[src/rtl/branch_resolve_unit.sv]
// branch_resolve_unit
// Records every speculative prediction issued by the front end in an
// in-order queue. Each entry is checked against the actual outcome from
// execute. On a mispredict the unit flushes wrong-path work, redirects
// fetch to the correct PC and holds the front end for RECOVER_CYCLES.
// It also produces the link-register writeback for BL.
//
// Ports:
//   clk_i, reset_n_i           clock, synchronous active-low reset
//   pred_*_i / pred_ready_o    prediction enqueue handshake and payload
//   res_*_i                    resolution of the oldest outstanding branch
//   redirect_v_o/redirect_pc_o one-cycle redirect pulse and correct fetch PC
//   flush_o                    one-cycle flush of wrong-path work
//   stall_fe_o                 front end must not fetch (recovery window)
//   link_wr_v_o/link_addr_o    one-cycle BL link writeback and return address
//   count_o                    outstanding entries
//   res_err_o                  one-cycle pulse: resolution with empty queue
//
// State table:
//   state   | meaning
//   NORMAL  | accepting predictions, resolving in order
//   RECOVER | post-redirect hold, front end stalled, queue empty
module branch_resolve_unit #(
  parameter int DEPTH          = 4,
  parameter int ADDR_WIDTH     = 16,
  parameter int RECOVER_CYCLES = 2
) (
  input  logic                       clk_i,
  input  logic                       reset_n_i,
  input  logic                       pred_v_i,
  output logic                       pred_ready_o,
  input  logic                       pred_taken_i,
  input  logic                       pred_link_i,
  input  logic                       pred_ex_i,
  input  logic [ADDR_WIDTH-1:0]      pred_target_pc_i,
  input  logic [ADDR_WIDTH-1:0]      pred_fallthru_pc_i,
  input  logic                       res_v_i,
  input  logic                       res_taken_i,
  input  logic [ADDR_WIDTH-1:0]      res_target_i,
  output logic                       redirect_v_o,
  output logic [ADDR_WIDTH-1:0]      redirect_pc_o,
  output logic                       flush_o,
  output logic                       stall_fe_o,
  output logic                       link_wr_v_o,
  output logic [ADDR_WIDTH-1:0]      link_addr_o,
  output logic [$clog2(DEPTH):0]     count_o,
  output logic                       res_err_o
);

  localparam int PW  = $clog2(DEPTH);
  localparam int CW  = PW + 1;
  localparam int RCW = $clog2(RECOVER_CYCLES + 1);

  typedef enum logic {S_NORMAL, S_RECOVER} state_e;

  typedef struct packed {
    logic                  taken;
    logic                  link;
    logic                  ex;
    logic [ADDR_WIDTH-1:0] target;
    logic [ADDR_WIDTH-1:0] fallthru;
  } entry_t;

  entry_t                fifo_q [DEPTH];
  logic [PW-1:0]         head_q, head_d, tail_q, tail_d;
  logic [CW-1:0]         count_q, count_d;
  logic [RCW-1:0]        rec_cnt_q, rec_cnt_d;
  state_e                state_q, state_d;

  logic                  redirect_q, redirect_d, flush_q, flush_d;
  logic                  stall_q, stall_d, link_v_q, link_v_d, err_q, err_d;
  logic [ADDR_WIDTH-1:0] redirect_pc_q, redirect_pc_d, link_addr_q, link_addr_d;

  entry_t head_e;
  logic   res_ok, mispredict, push, pop;

  assign head_e = fifo_q[head_q];
  assign res_ok = res_v_i && (count_q != '0);

  // BX has no static target knowledge, so its target is always checked.
  assign mispredict = res_ok &&
                      ((res_taken_i != head_e.taken) ||
                       (((res_taken_i && head_e.taken) || head_e.ex) &&
                        (res_target_i != head_e.target)));

  assign pred_ready_o = (state_q == S_NORMAL) && (count_q < CW'(DEPTH));
  assign push = pred_v_i && pred_ready_o && !mispredict;
  assign pop  = res_ok && !mispredict;

  // Next-state
  always_comb begin
    state_d   = state_q;
    rec_cnt_d = rec_cnt_q;
    case (state_q)
      S_NORMAL: begin
        if (mispredict) begin
          state_d   = S_RECOVER;
          rec_cnt_d = RCW'(RECOVER_CYCLES - 1);
        end
      end
      S_RECOVER: begin
        if (rec_cnt_q == '0) state_d = S_NORMAL;
        else                 rec_cnt_d = rec_cnt_q - 1'b1;
      end
      default: state_d = S_NORMAL;
    endcase
  end

  // Queue bookkeeping and registered outputs
  always_comb begin
    head_d        = head_q;
    tail_d        = tail_q;
    count_d       = count_q;
    redirect_d    = 1'b0;
    flush_d       = 1'b0;
    link_v_d      = 1'b0;
    err_d         = res_v_i && (count_q == '0);
    redirect_pc_d = redirect_pc_q;
    link_addr_d   = link_addr_q;
    stall_d       = (state_d == S_RECOVER);

    if (res_ok && head_e.link) begin
      link_v_d    = 1'b1;
      link_addr_d = head_e.fallthru;
    end

    if (mispredict) begin
      redirect_d    = 1'b1;
      flush_d       = 1'b1;
      redirect_pc_d = res_taken_i ? res_target_i : head_e.fallthru;
      head_d        = '0;
      tail_d        = '0;
      count_d       = '0;
    end else begin
      if (push) tail_d = tail_q + 1'b1;
      if (pop)  head_d = head_q + 1'b1;
      count_d = count_q + CW'(push) - CW'(pop);
    end
  end

  always_ff @(posedge clk_i) begin
    if (!reset_n_i) begin
      state_q       <= S_NORMAL;
      rec_cnt_q     <= '0;
      head_q        <= '0;
      tail_q        <= '0;
      count_q       <= '0;
      redirect_q    <= 1'b0;
      flush_q       <= 1'b0;
      stall_q       <= 1'b0;
      link_v_q      <= 1'b0;
      err_q         <= 1'b0;
      redirect_pc_q <= '0;
      link_addr_q   <= '0;
    end else begin
      state_q       <= state_d;
      rec_cnt_q     <= rec_cnt_d;
      head_q        <= head_d;
      tail_q        <= tail_d;
      count_q       <= count_d;
      redirect_q    <= redirect_d;
      flush_q       <= flush_d;
      stall_q       <= stall_d;
      link_v_q      <= link_v_d;
      err_q         <= err_d;
      redirect_pc_q <= redirect_pc_d;
      link_addr_q   <= link_addr_d;
    end
  end

  // Payload storage needs no reset; validity is tracked by the pointers.
  always_ff @(posedge clk_i) begin
    if (push) begin
      fifo_q[tail_q] <= '{taken:    pred_taken_i,
                          link:     pred_link_i,
                          ex:       pred_ex_i,
                          target:   pred_target_pc_i,
                          fallthru: pred_fallthru_pc_i};
    end
  end

  assign redirect_v_o  = redirect_q;
  assign redirect_pc_o = redirect_pc_q;
  assign flush_o       = flush_q;
  assign stall_fe_o    = stall_q;
  assign link_wr_v_o   = link_v_q;
  assign link_addr_o   = link_addr_q;
  assign count_o       = count_q;
  assign res_err_o     = err_q;

endmodule

[config.mk]
export PLATFORM = sky130hd
export DESIGN_NAME = branch_resolve_unit
export DESIGN_NICKNAME = d
export VERILOG_FILES = /design/src/rtl/branch_resolve_unit.sv
export SDC_FILE = /design/constraint.sdc
export NUM_CORES = 1
export LEC_CHECK = 0
export ABC_AREA = 0
export CORE_MARGIN = 2
export CORE_UTILIZATION = 30
export CTS_BUF_LIST = sky130_fd_sc_hd__clkbuf_4
export DETAILED_ROUTE_END_ITERATION = 8
export PLACE_DENSITY = 0.48
export SYNTH_ARGS = -nofsm -noshare
export SYNTH_HDL_FRONTEND = slang
export SYNTH_SLANG_ARGS = --single-unit
[constraint.sdc]
create_clock -name clk_i -period 7.9 [get_ports clk_i]
set_input_delay 2.37 -clock clk_i [delete_from_list [all_inputs] [get_ports clk_i]]
set_output_delay 2.37 -clock clk_i [all_outputs]
set_load 0.1 [all_outputs]
==> results of run 1 <==
cells in the mapped netlist (2+ instances only):
cell type,instances
buf_6,2
and3_1,9
nor2_1,22
and2_1,2
xnor2_1,19
mux4_2,26
nand2_1,36
o21ai_0,4
buf_2,5
ha_1,8
a21oi_1,2
nand3_1,3
or4_1,2
mux2_2,16
inv_1,9
mux2i_1,33
buf_12,2
dfxtp_1,47
o31ai_1,2
mux4_1,9
nand4_1,4
clkbuf_1,12
edfxtp_1,140
worst max-delay path: stages:
cell and delay [ns]:
clkdlybuf4s50_1 0.50, xnor2_1 0.27, nand4_1 0.17, nor4_4 0.46
o31a_1 0.64, nand2_1 0.12, ha_1 0.32, inv_1 0.06
ha_1 0.12, inv_1 0.05, fa_1 0.37, xnor2_1 0.14
xnor2_1 0.12, and3_1 0.17
cells in the final DEF (no fill, tap or decap), types with 16 or more instances in the layout:
master	synthesis	routed
nand2_1	36	36
edfxtp_1	140	140
clkbuf_4	0	17
dfxtp_1	47	45
clkdlybuf4s50_1	0	96
mux4_2	26	26
xnor2_1	19	19
nor2_1	22	22
mux2_2	16	16
mux2i_1	33	33
per-layer routing:
layer | vias to the layer above | GRT usage | wire length [µm]
li1 | 1847 | - | -
met1 | 2038 | 0.1671 | 7575
met2 | 71 | 0.2275 | 8555
met3 | 20 | 0.03518 | 543
met4 | 2 | 0.04626 | 295
met5 | - | 0 | 11
sequential cells by signal, summed over array words and instances, names as in the netlist, named ones only:
register and flops:
tail_q 2, count_o 3, flush_o 1, link_addr_o 16, stall_fe_o 1, res_err_o 1
redirect_pc_o 16, link_wr_v_o 1, fifo_q 140, head_q 2, rec_cnt_q 2
per-stage QoR:
step / cells / area (µm²)
final: 868 / 9016
after global routing: 866 / 9011
after CTS: 865 / 9009
after detailed placement: 833 / 8712
after global placement: 833 / 8712
after floorplan: 431 / 7452
cells by family after synthesis:
logic type | after synthesis | synth area share
xor gates and xnor gates | 19 | 0.02233
adders and majority gates | 9 | 0.01612
DFF | 187 | 0.6904
and+or+nand+nor | 85 | 0.05373
buffers and inverters | 33 | 0.02585
AOI/OAI and AO/OA | 14 | 0.01276
muxes | 84 | 0.1788
path summary, 6_finish.rpt:
kind,startpoint,depth (start not counted),slack (ns),endpoint
worst max-delay path,res_target_i[11],14,2.50,count_o[2]$_SDFF_PP0_
worst min-delay path,redirect_pc_o[0]$_SDFFE_PN0P_,2,0.47,redirect_pc_o[0]$_SDFFE_PN0P_
worst max register to register,flop,15,2.93,count_o[2]$_SDFF_PP0_
worst min register to register,redirect_pc_o[0]$_SDFFE_PN0P_,2,0.47,redirect_pc_o[0]$_SDFFE_PN0P_
power by group:
| part | switching (µW) | leakage, µW | internal (µW) | total (µW) |
|---|---|---|---|---|
| clock network | 373 | 0.000159 | 149 | 522 |
| registers | 69.2 | 0.00166 | 1260 | 1330 |
| logic | 718 | 0.00129 | 334 | 1050 |
| total | 1160 | 0.00311 | 1740 | 2900 |
final cells by class:
type | instances | area [µm²] | area share
Inverter | 9 | 33.78 | 0.003747
Clock buffer | 17 | 127.6 | 0.01415
Antenna cell | 3 | 7.507 | 0.0008326
Timing Repair Buffer | 102 | 1006 | 0.1116
Tap cell | 324 | 405.4 | 0.04496
Sequential cell | 187 | 5147 | 0.5709
Clock inverter | 15 | 168.9 | 0.01873
Multi-Input combinational cell | 211 | 2120 | 0.2351
==> reports/qor.tcl, run 1 <==
set qor(routed_wire_length_per_instance_um) 19.56
set qor(final-hold-violation-count) 0
set qor(drt_pre_antenna_iters) 5
set qor(grt.total_usage) 0.1343
set qor(slew_headroom) 0.3054
set qor(io_buffers) 96
set qor(drt-total-wl_um) 16980
set qor(slew_violations) 0
set qor(critical_path_peak_fanout) 15
set qor(fin_skew_ns) 0.03497
set qor(ys_top_cells_by_area) {edfxtp_1, dfxtp_1, mux4_2}
set qor(cp-start-kind) {primary input}
set qor(run_status) {finished clean}
set qor(synthDistinctLibCells) 40
set qor(final_nets) 593
set qor(postSynthRegisterBits) 187
set qor(max_freq_ghz) 0.1851
set qor(synth.cell_area_mm2) 0.007452
set qor(drt_drc_violations_left) 0
set qor(cts.clk_slew.worst_paths_ns) 0.17
set qor(antenna_found_initial) 3
set qor(clock_path_buffers) 2
set qor(worst_hold_slack_ns) 0.4733
set qor(post_synth.cell_area_avg_um2) 17.29
set qor(synthArstFlopShare) 0
set qor(first_global_vias) 4264
set qor(yosys_warnings) 0
set qor(fin_tns_setup_ns) 0
set qor(required_ns) 8.38
set qor(synth_nets) 496
set qor(worst_pin_slew_ns) 1.042
set qor(fin_crit_sh) 0.6838
set qor(synth.yosys.seq_area_share) 0.6904
set qor(num_io_pins) 97
set qor(timing.final.setup_violations) 0
set qor(power_density_mw_per_mm2) 322.2
set qor(grt_first_pass_wirelength_um) 25450
set qor(dr.first_iter.drc_count) 150
set qor(initial_core_util) 0.3064
set qor(place_hpwl_um) 11110
set qor(timing_worst_setup_path_type) {in2reg}
set qor(fin_util) 0.3707
set qor(postCtsSetupRepairBufs) 0
set qor(cts-hold-fix-buffers) 0
set qor(leakage_uw) 0.003110
set qor(synthesized_netlist_cell_count) 431
set qor(placementRows) 57
set qor(total_power_uw) 2905
set qor(fp.dieH_um) 161.6
set qor(worst_ep_arrival_time_ns) 5.88
set qor(chipWidth_um) 161.6
set qor(layout-drive-gt1-share) 0.1627
set qor(htreeDepth) 4
set qor(worstSetupEndpointType) {flop}
set qor(viasPerCell) 4.583
set qor(cap_viol_max_count) 0
set qor(cts.sinks) 187
set qor(num_vias) 3978
set qor(preCtsSetupSlack_ns) 1.886
set qor(global_route_overflow) 0
set qor(main_synth_ff_type) {edfxtp_1}
set qor(num-fill-cells) 2253
set qor(grt_start_max_net_pins) 43
set qor(timing.hold.worst.class) {reg2reg}
set qor(clock_tree_from_tritoncts) {done}
set qor(gpl.final_weighted_congestion) 0.7356
set qor(final_period_minus_worst_setup_slack_ns) 5.402
set qor(area_growth_pct) 20.99
set qor(irDropWorstVdd_mv) 0.2147
set qor(core_area_mm2) 0.02432
set qor(route.antenna.remaining_nets) 0
set qor(timing.final.ws_setup_ns) 2.498
set qor(dieArea_mm2) 0.02612
set qor(cell_taking_the_most_area_after_synthesis) {edfxtp_1}
set qor(cts_made_buffers) 17
set qor(clock_latency_ns) 0.59
set qor(number_of_gates_resized_after_cts) 0
set qor(synth_largest_type_area_fraction) 0.5641
set qor(rsz0062_at_grt) {false}
set qor(clk_root_buffer_cell) {clkbuf_4}
set qor(number_of_enable_flip_flop_cells_after_synthesis) 140
(Power assumes the default switching activity.)
==> inputs of run 2 (changes only) <==
- clock period: 7.9 -> 5 ns (I/O delays scaled with it)
==> run 2 against run 1 <==
  * Final area up 1.7%
  * Critical path depth up 1
  * Highest routed layer unchanged
  * Die area unchanged
  * Total power up 60%
  * Clock skew down 0.014 ns
  * Global-route usage about the same
  * Count of clock-buffer cells in the layout unchanged
  * Register-to-register slack worse by 2.0 ns
  * Clock power up 66%
==> reports/qor.tcl, run 2 (synthesis gave the netlist of run 1 again) <==
set qor(layout-drive-gt1-share) 0.1793 ;# +0.01669
set qor(power.net_switching_uw) 1787 ;# +54%
set qor(chipWidth_um) 161.6 ;# unchanged
set qor(critical_path_peak_fanout) 11 ;# -4
set qor(num_vias) 3950 ;# -0.70%
set qor(route.antenna.remaining_nets) 0 ;# unchanged
set qor(routed_wire_length_per_instance_um) 19.16 ;# -2.1%
set qor(cp-start-kind) {flop}
set qor(dr.first_iter.drc_count) 247 ;# +65%
set qor(cts.sinks) 187 ;# unchanged
set qor(groute.layer.met2.usage) 0.2187 ;# -0.008741
set qor(initial_core_util) 0.3064 ;# unchanged
set qor(drt-total-wl_um) 16800 ;# -1.1%
set qor(fp.dieH_um) 161.6 ;# unchanged
set qor(final_cell_mix) {edfxtp_1, clkdlybuf4s50_1, dfxtp_1}
set qor(cts-hold-fix-buffers) 0 ;# unchanged
set qor(clock_latency_ns) 0.56 ;# -0.03 ns
set qor(clk_root_buffer_cell) {clkbuf_4}
set qor(grt_start_max_net_pins) 43 ;# unchanged
set qor(slew_headroom) 0.3261 ;# +0.02066
set qor(critPathMaxStageDelay_ns) 0.66 ;# +0.02 ns
set qor(postCtsSetupRepairBufs) 0 ;# unchanged
set qor(timing.final.setup_violations) 0 ;# unchanged
set qor(timing.hold.worst.class) {reg2reg}
set qor(core_area_mm2) 0.02432 ;# unchanged
set qor(clock_path_buffers) 2 ;# unchanged
set qor(final-hold-violation-count) 0 ;# unchanged
set qor(global_route.usage.met1) 0.1803 ;# +0.01312
set qor(gr-max-usage-layer) {met2}
set qor(power_density_mw_per_mm2) 508.4 ;# +58%
set qor(clock_tree_from_tritoncts) {done}
set qor(required_ns) 5.47 ;# -2.91 ns
set qor(grt.total_usage) 0.1339 ;# -0.0003811
set qor(cts.clk_slew.worst_paths_ns) 0.16 ;# about the same
set qor(layout.cell_area.non_filler_mm2) 0.009170 ;# +1.7%
set qor(io_buffers) 96 ;# unchanged
set qor(number_of_gates_resized_after_cts) 0 ;# unchanged
set qor(dieArea_mm2) 0.02612 ;# unchanged
set qor(cap_viol_max_count) 0 ;# unchanged
set qor(antenna_found_initial) 2 ;# -1
set qor(dpl-instance-area_mm2) 0.008857 ;# +1.7%
set qor(grt_first_pass_wirelength_um) 25580 ;# +0.49%
set qor(timing.critical_path.cells) {buf_4, mux4_1, xnor2_1, nand4_1, nor4_4, o31a_1, nand2_1, ha_1, inv_1, ha_1, inv_1, fa_1, xnor2_1, xnor2_1, and3_1}
set qor(worst_pin_slew_ns) 1.008 ;# -0.03415 ns
set qor(fin_skew_ns) 0.02102 ;# -0.01396 ns
set qor(placementRows) 57 ;# unchanged
set qor(run_status) {finished clean}
set qor(worstSetupEndpointType) {flop}
set qor(largest_reg_flops) 140 ;# unchanged
set qor(layout_commonest_cell) {edfxtp_1}
set qor(seq_power_share) 0.448 ;# -0.010
set qor(max_freq_ghz) 0.2487
set qor(final_nets) 604 ;# +1.9%
set qor(p_int_uw) 2875 ;# +65%
set qor(place_hpwl_um) 11530 ;# +3.8%
set qor(drt_pre_antenna_iters) 6 ;# +1
set qor(htreeDepth) 4 ;# unchanged
set qor(viasPerCell) 4.504 ;# -1.7%
set qor(crit_path_frequent_cell) {xnor2_1}
set qor(groute.layer.met3.usage) 0.03030 ;# -0.004879
set qor(total_power_uw) 4662 ;# +60%
set qor(cp_slowest_cell) {mux4_1}
set qor(rsz0062_at_grt) {false}
set qor(worst_ep_arrival_time_ns) 4.49 ;# -1.39 ns
set qor(fin_crit_sh) 0.8042
set qor(final_period_minus_worst_setup_slack_ns) 4.021
set qor(gpl.final_weighted_congestion) 0.7379 ;# +0.31%
set qor(cts_made_buffers) 17 ;# unchanged
set qor(timing_worst_setup_path_type) {reg2reg}
set qor(fin_tns_setup_ns) 0 ;# unchanged
set qor(drt_drc_violations_left) 0 ;# unchanged
set qor(num-fill-cells) 2246 ;# -0.31%
set qor(comb_power_share) 0.366 ;# +0.004
set qor(first_global_vias) 4145 ;# -2.8%
set qor(num_io_pins) 97 ;# unchanged
set qor(slew_violations) 0 ;# unchanged
set qor(regMostFlops) {fifo_q}
set qor(irDropWorstVdd_mv) 0.2750 ;# +28%
set qor(area_growth_pct) 23.05
set qor(critical_path.n_buffers_inverters) 3 ;# unchanged
set qor(global_route_overflow) 0 ;# unchanged
set qor(leakage_uw) 0.003186 ;# +2.4%
set qor(clkPwrFrac) 0.186 ;# +0.006
set qor(power.share.switching) 0.3833 ;# -0.01612
set qor(crit_path_leading_delay_family) {simple AND/OR/NAND/NOR gates}
## run 2: cell types whose count changed in the layout (fill, tap and decap cells not counted)
cell / before / now
diode_2: 3 / 1
bufinv_16: 0 / 2
clkinv_8: 4 / 1
buf_4: 6 / 12
clkinv_2: 0 / 1
buf_12: 0 / 5
inv_6: 6 / 2
clkinvlp_4: 0 / 2
clkinv_4: 2 / 4
## run 2: final timing paths
check	startpoint	end	slack [ns]	cells past startpoint
max	flop	count_o[2]$_SDFF_PP0_	0.98	15
min reg2reg	redirect_pc_o[4]$_SDFFE_PN0P_	redirect_pc_o[4]$_SDFFE_PN0P_	0.47	2
min	redirect_pc_o[4]$_SDFFE_PN0P_	redirect_pc_o[4]$_SDFFE_PN0P_	0.47	2
max reg2reg	flop	count_o[2]$_SDFF_PP0_	0.98	15
## run 2: tightest hold or removal path: stages (launching register included)
cell and delay [ns]:
dfxtp_1 0.34, nand2_1 0.05, mux2i_1 0.06
## run 2: routing by layer
| layer | vias up | part of all wire | routed length, µm |
|---|---|---|---|
| li1 | 1864 | - | - |
| met1 | 1986 | 0.47 | 7829 |
| met2 | 91 | 0.49 | 8190 |
| met3 | 7 | 0.039 | 652 |
| met4 | 2 | 0.0066 | 111 |
| met5 | - | 0.00095 | 16 |
## run 2: per-stage QoR
stage / instances / hold slack [ns] / setup slack, ns / utilization
after global routing: 877 / 0.4948 / 0.6914 / 0.3771
after global placement: 844 / 0.4468 / 0.4204 / 0.3642
after CTS: 876 / 0.4760 / 0.9107 / 0.3770
after floorplan: 431 / 0.4486 / 0.8747 / -
final: 877 / 0.4743 / 0.9791 / 0.3771
after detailed placement: 844 / 0.4558 / 0.3826 / 0.3642
## run 2: cell type report
class	count	area, µm²	share of cell area
diodes	1	2.502	0.0002729
clock buffers	17	127.6	0.01392
clock inverters	15	182.7	0.01992
inverters	9	33.78	0.003684
multi-input cells	211	2120	0.2311
flip-flops and latches	187	5147	0.5613
well taps	324	405.4	0.04421
repair buffers	113	1151	0.1255
## run 2: power groups by stage
stage	registers (µW)	logic, µW	clock network (µW)
floorplan	2670	712	0
global placement	2110	1720	0
detailed placement	2130	1720	0
CTS	2090	1730	903
global route	2120	1810	968
finish	2090	1700	868
==> inputs of run 3 (changes only) <==
- PLACE_DENSITY: 0.48 -> 0.49
- clock period: 5 -> 3.6 ns (I/O delays scaled with it)
==> run 3 against run 2 <==
  * Die area did not move
  * Final cell count grew 2.3%
  * Core utilization rose by 0.80 points
  * Critical path depth unchanged
  * Wire length increased by 2.7%
  * Critical path type unchanged
  * Critical endpoint unchanged
  * Largest power group unchanged
==> reports/qor.tcl, run 3 (synthesis gave the netlist of run 1 again) <==
set qor(run_status) {finished clean}
set qor(place_hpwl_um) 11930 ;# +3.5%
set qor(timing.hold.worst.class) {reg2reg}
set qor(grt.total_usage) 0.1371 ;# +0.003145
set qor(cp_slowest_cell) {mux4_2}
set qor(grt_first_pass_wirelength_um) 26240 ;# +2.6%
set qor(final_period_minus_worst_setup_slack_ns) 3.552 ;# -0.4691 ns
set qor(post_layout_nonfiller_instances) 897 ;# +2.3%
set qor(num_io_pins) 97 ;# unchanged
set qor(grt_start_max_net_pins) 42 ;# -2.3%
set qor(viasPerCell) 4.447 ;# -1.3%
set qor(multiInputGateArea_mm2) 0.002221 ;# +4.8%
set qor(largest_reg_flops) 140 ;# unchanged
set qor(fin_tns_setup_ns) 0 ;# unchanged
set qor(io_buffers) 96 ;# unchanged
set qor(leakage_uw) 0.003412 ;# +7.1%
set qor(timing.final.ws_setup_ns) 0.04826 ;# -0.9309 ns
set qor(dpl-instance-area_mm2) 0.009006 ;# +1.7%
set qor(timing.final.setup_violations) 0 ;# unchanged
set qor(placementRows) 57 ;# unchanged
set qor(cp-start-kind) {flop}
set qor(worst_ep_arrival_time_ns) 4.02 ;# -0.47 ns
set qor(final_nets) 624 ;# +3.3%
set qor(clock_path_buffers) 2 ;# unchanged
set qor(cts.clk_slew.worst_paths_ns) 0.16 ;# about the same
set qor(num-fill-cells) 2252 ;# +0.27%
set qor(drt_pre_antenna_iters) 4 ;# -2
set qor(timing.critical_path.cells) {buf_12, mux4_2, xnor2_1, nand4_1, nor4_4, o31a_1, nand2_4, ha_4, inv_2, ha_4, inv_2, fa_2, xnor2_2, xnor2_1, and3_1}
set qor(fin_crit_sh) 0.9866 ;# +0.1824
set qor(final-hold-violation-count) 0 ;# unchanged
set qor(num_vias) 3989 ;# +0.99%
set qor(drt-total-wl_um) 17250 ;# +2.7%
set qor(hp-start) {redirect_pc_o[14]$_SDFFE_PN0P_}
set qor(initial_core_util) 0.3064 ;# unchanged
set qor(chipWidth_um) 161.6 ;# unchanged
set qor(final_cell_mix) {edfxtp_1, buf_4, clkdlybuf4s50_1}
set qor(global_route_overflow) 0 ;# unchanged
set qor(max_freq_ghz) 0.2816 ;# +13%
set qor(critPathMaxStageDelay_ns) 0.56 ;# -0.10 ns
set qor(layout.cell_area.non_filler_mm2) 0.009364 ;# +2.1%
set qor(clk_root_buffer_cell) {clkbuf_4}
set qor(cts_made_buffers) 17 ;# unchanged
set qor(irDropWorstVdd_mv) 0.2605 ;# -5.3%
set qor(htreeDepth) 4 ;# unchanged
set qor(layout-drive-gt1-share) 0.3164 ;# +0.1371
set qor(cap_viol_max_count) 0 ;# unchanged
set qor(dieArea_mm2) 0.02612 ;# unchanged
set qor(rsz0062_at_grt) {true}
set qor(dr.first_iter.drc_count) 182 ;# -26%
set qor(area_growth_pct) 25.65
set qor(clock_latency_ns) 0.56 ;# about the same
set qor(routed_wire_length_per_instance_um) 19.23 ;# +0.38%
set qor(preCtsSetupSlack_ns) -0.5400 ;# -0.9226 ns
set qor(antenna_found_initial) 2 ;# unchanged
set qor(required_ns) 4.07 ;# -1.40 ns
set qor(slew_violations) 0 ;# unchanged
set qor(first_global_vias) 4294 ;# +3.6%
set qor(core_area_mm2) 0.02432 ;# unchanged
set qor(cts-hold-fix-buffers) 0 ;# unchanged
set qor(worstSetupEndpointType) {flop}
set qor(worst_pin_slew_ns) 0.5548 ;# -0.4529 ns
set qor(total_power_uw) 6594 ;# +41%
set qor(route.antenna.remaining_nets) 0 ;# unchanged
set qor(timing_worst_setup_path_type) {reg2reg}
set qor(layout_commonest_cell) {edfxtp_1}
set qor(fp.dieH_um) 161.6 ;# unchanged
set qor(regMostFlops) {fifo_q}
set qor(instance_count_after_placement_with_tap_cells_included) 863 ;# +2.3%
set qor(clock_tree_from_tritoncts) {done}
set qor(slew_headroom) 0.6297 ;# +0.3037
set qor(cts.sinks) 187 ;# unchanged
set qor(fin_skew_ns) 0.02447 ;# +0.003452 ns
set qor(drt_drc_violations_left) 0 ;# unchanged
set qor(critical_path_peak_fanout) 13 ;# +2
set qor(power_density_mw_per_mm2) 704.2 ;# +39%
set qor(gpl.final_weighted_congestion) 0.7740 ;# +4.9%
set qor(seq_area_mm2) 0.005149 ;# about the same
-- run 3: cell types whose count changed in the layout (fill, tap and decap cells not counted), sizes merged --
cell,before,now
buf,17,78
clkdlybuf4s50,96,55
inv,14,18
clkinv,6,4
bufinv,2,1
clkinvlp,2,1
-- run 3: final cells by class --
cell class | count | share of cell area
sequential | 187 | 0.5498
tap | 324 | 0.04329
multi-input combinational | 211 | 0.2372
antenna | 1 | 0.0002672
clock inverter | 15 | 0.02018
timing repair buffer | 133 | 0.1320
inverter | 9 | 0.003608
clock buffer | 17 | 0.01363
-- run 3: power by group --
group / leakage, µW / internal, µW / switching, µW / total [µW]
clock network: 0.000167 / 396 / 803 / 1200
logic: 0.00158 / 858 / 1630 / 2480
registers: 0.00166 / 2760 / 150 / 2910
-- run 3: per-stage QoR --
step / utilization / hold slack (ns)
floorplan: - / 0.4486
global route: 0.3850 / 0.5066
CTS: 0.3835 / 0.4872
finish: 0.3850 / 0.4791
global placement: 0.3703 / 0.4491
detailed placement: 0.3703 / 0.4635
-- run 3: path summary, 6_finish.rpt --
| check | cells after the start | endpoint | slack (ns) |
|---|---|---|---|
| worst max-delay path | 15 | count_o[2]$_SDFF_PP0_ | 0.05 |
| worst min-delay path | 2 | redirect_pc_o[14]$_SDFFE_PN0P_ | 0.48 |
| worst max register to register | 15 | count_o[2]$_SDFF_PP0_ | 0.05 |
| worst min register to register | 2 | redirect_pc_o[14]$_SDFFE_PN0P_ | 0.48 |
-- run 3: repair_timing --
item,CTS,global route
pin swaps,3,4
endpoints found under the setup margin,126,79
buffers inserted,1,0
gates resized for setup,4,8
-- run 3: worst max-delay path: cells and delay by family, from the launching register on --
kind	cells	cell delay [ns]
simple gates	4	0.84
fa+ha+maj	3	0.69
mux	1	0.56
xor+xnor	3	0.42
flops	1	0.42
buf+inv	3	0.27
compound gates	1	0.27
-- run 3: routing by layer --
| metal | part of all wire | global-route usage | up-vias |
|---|---|---|---|
| met5 | 0.00075 | 0 | - |
| met3 | 0.030 | 0.03082 | 16 |
| met1 | 0.44 | 0.1708 | 2005 |
| li1 | - | - | 1903 |
| met4 | 0.018 | 0.04264 | 2 |
| met2 | 0.51 | 0.2380 | 63 |
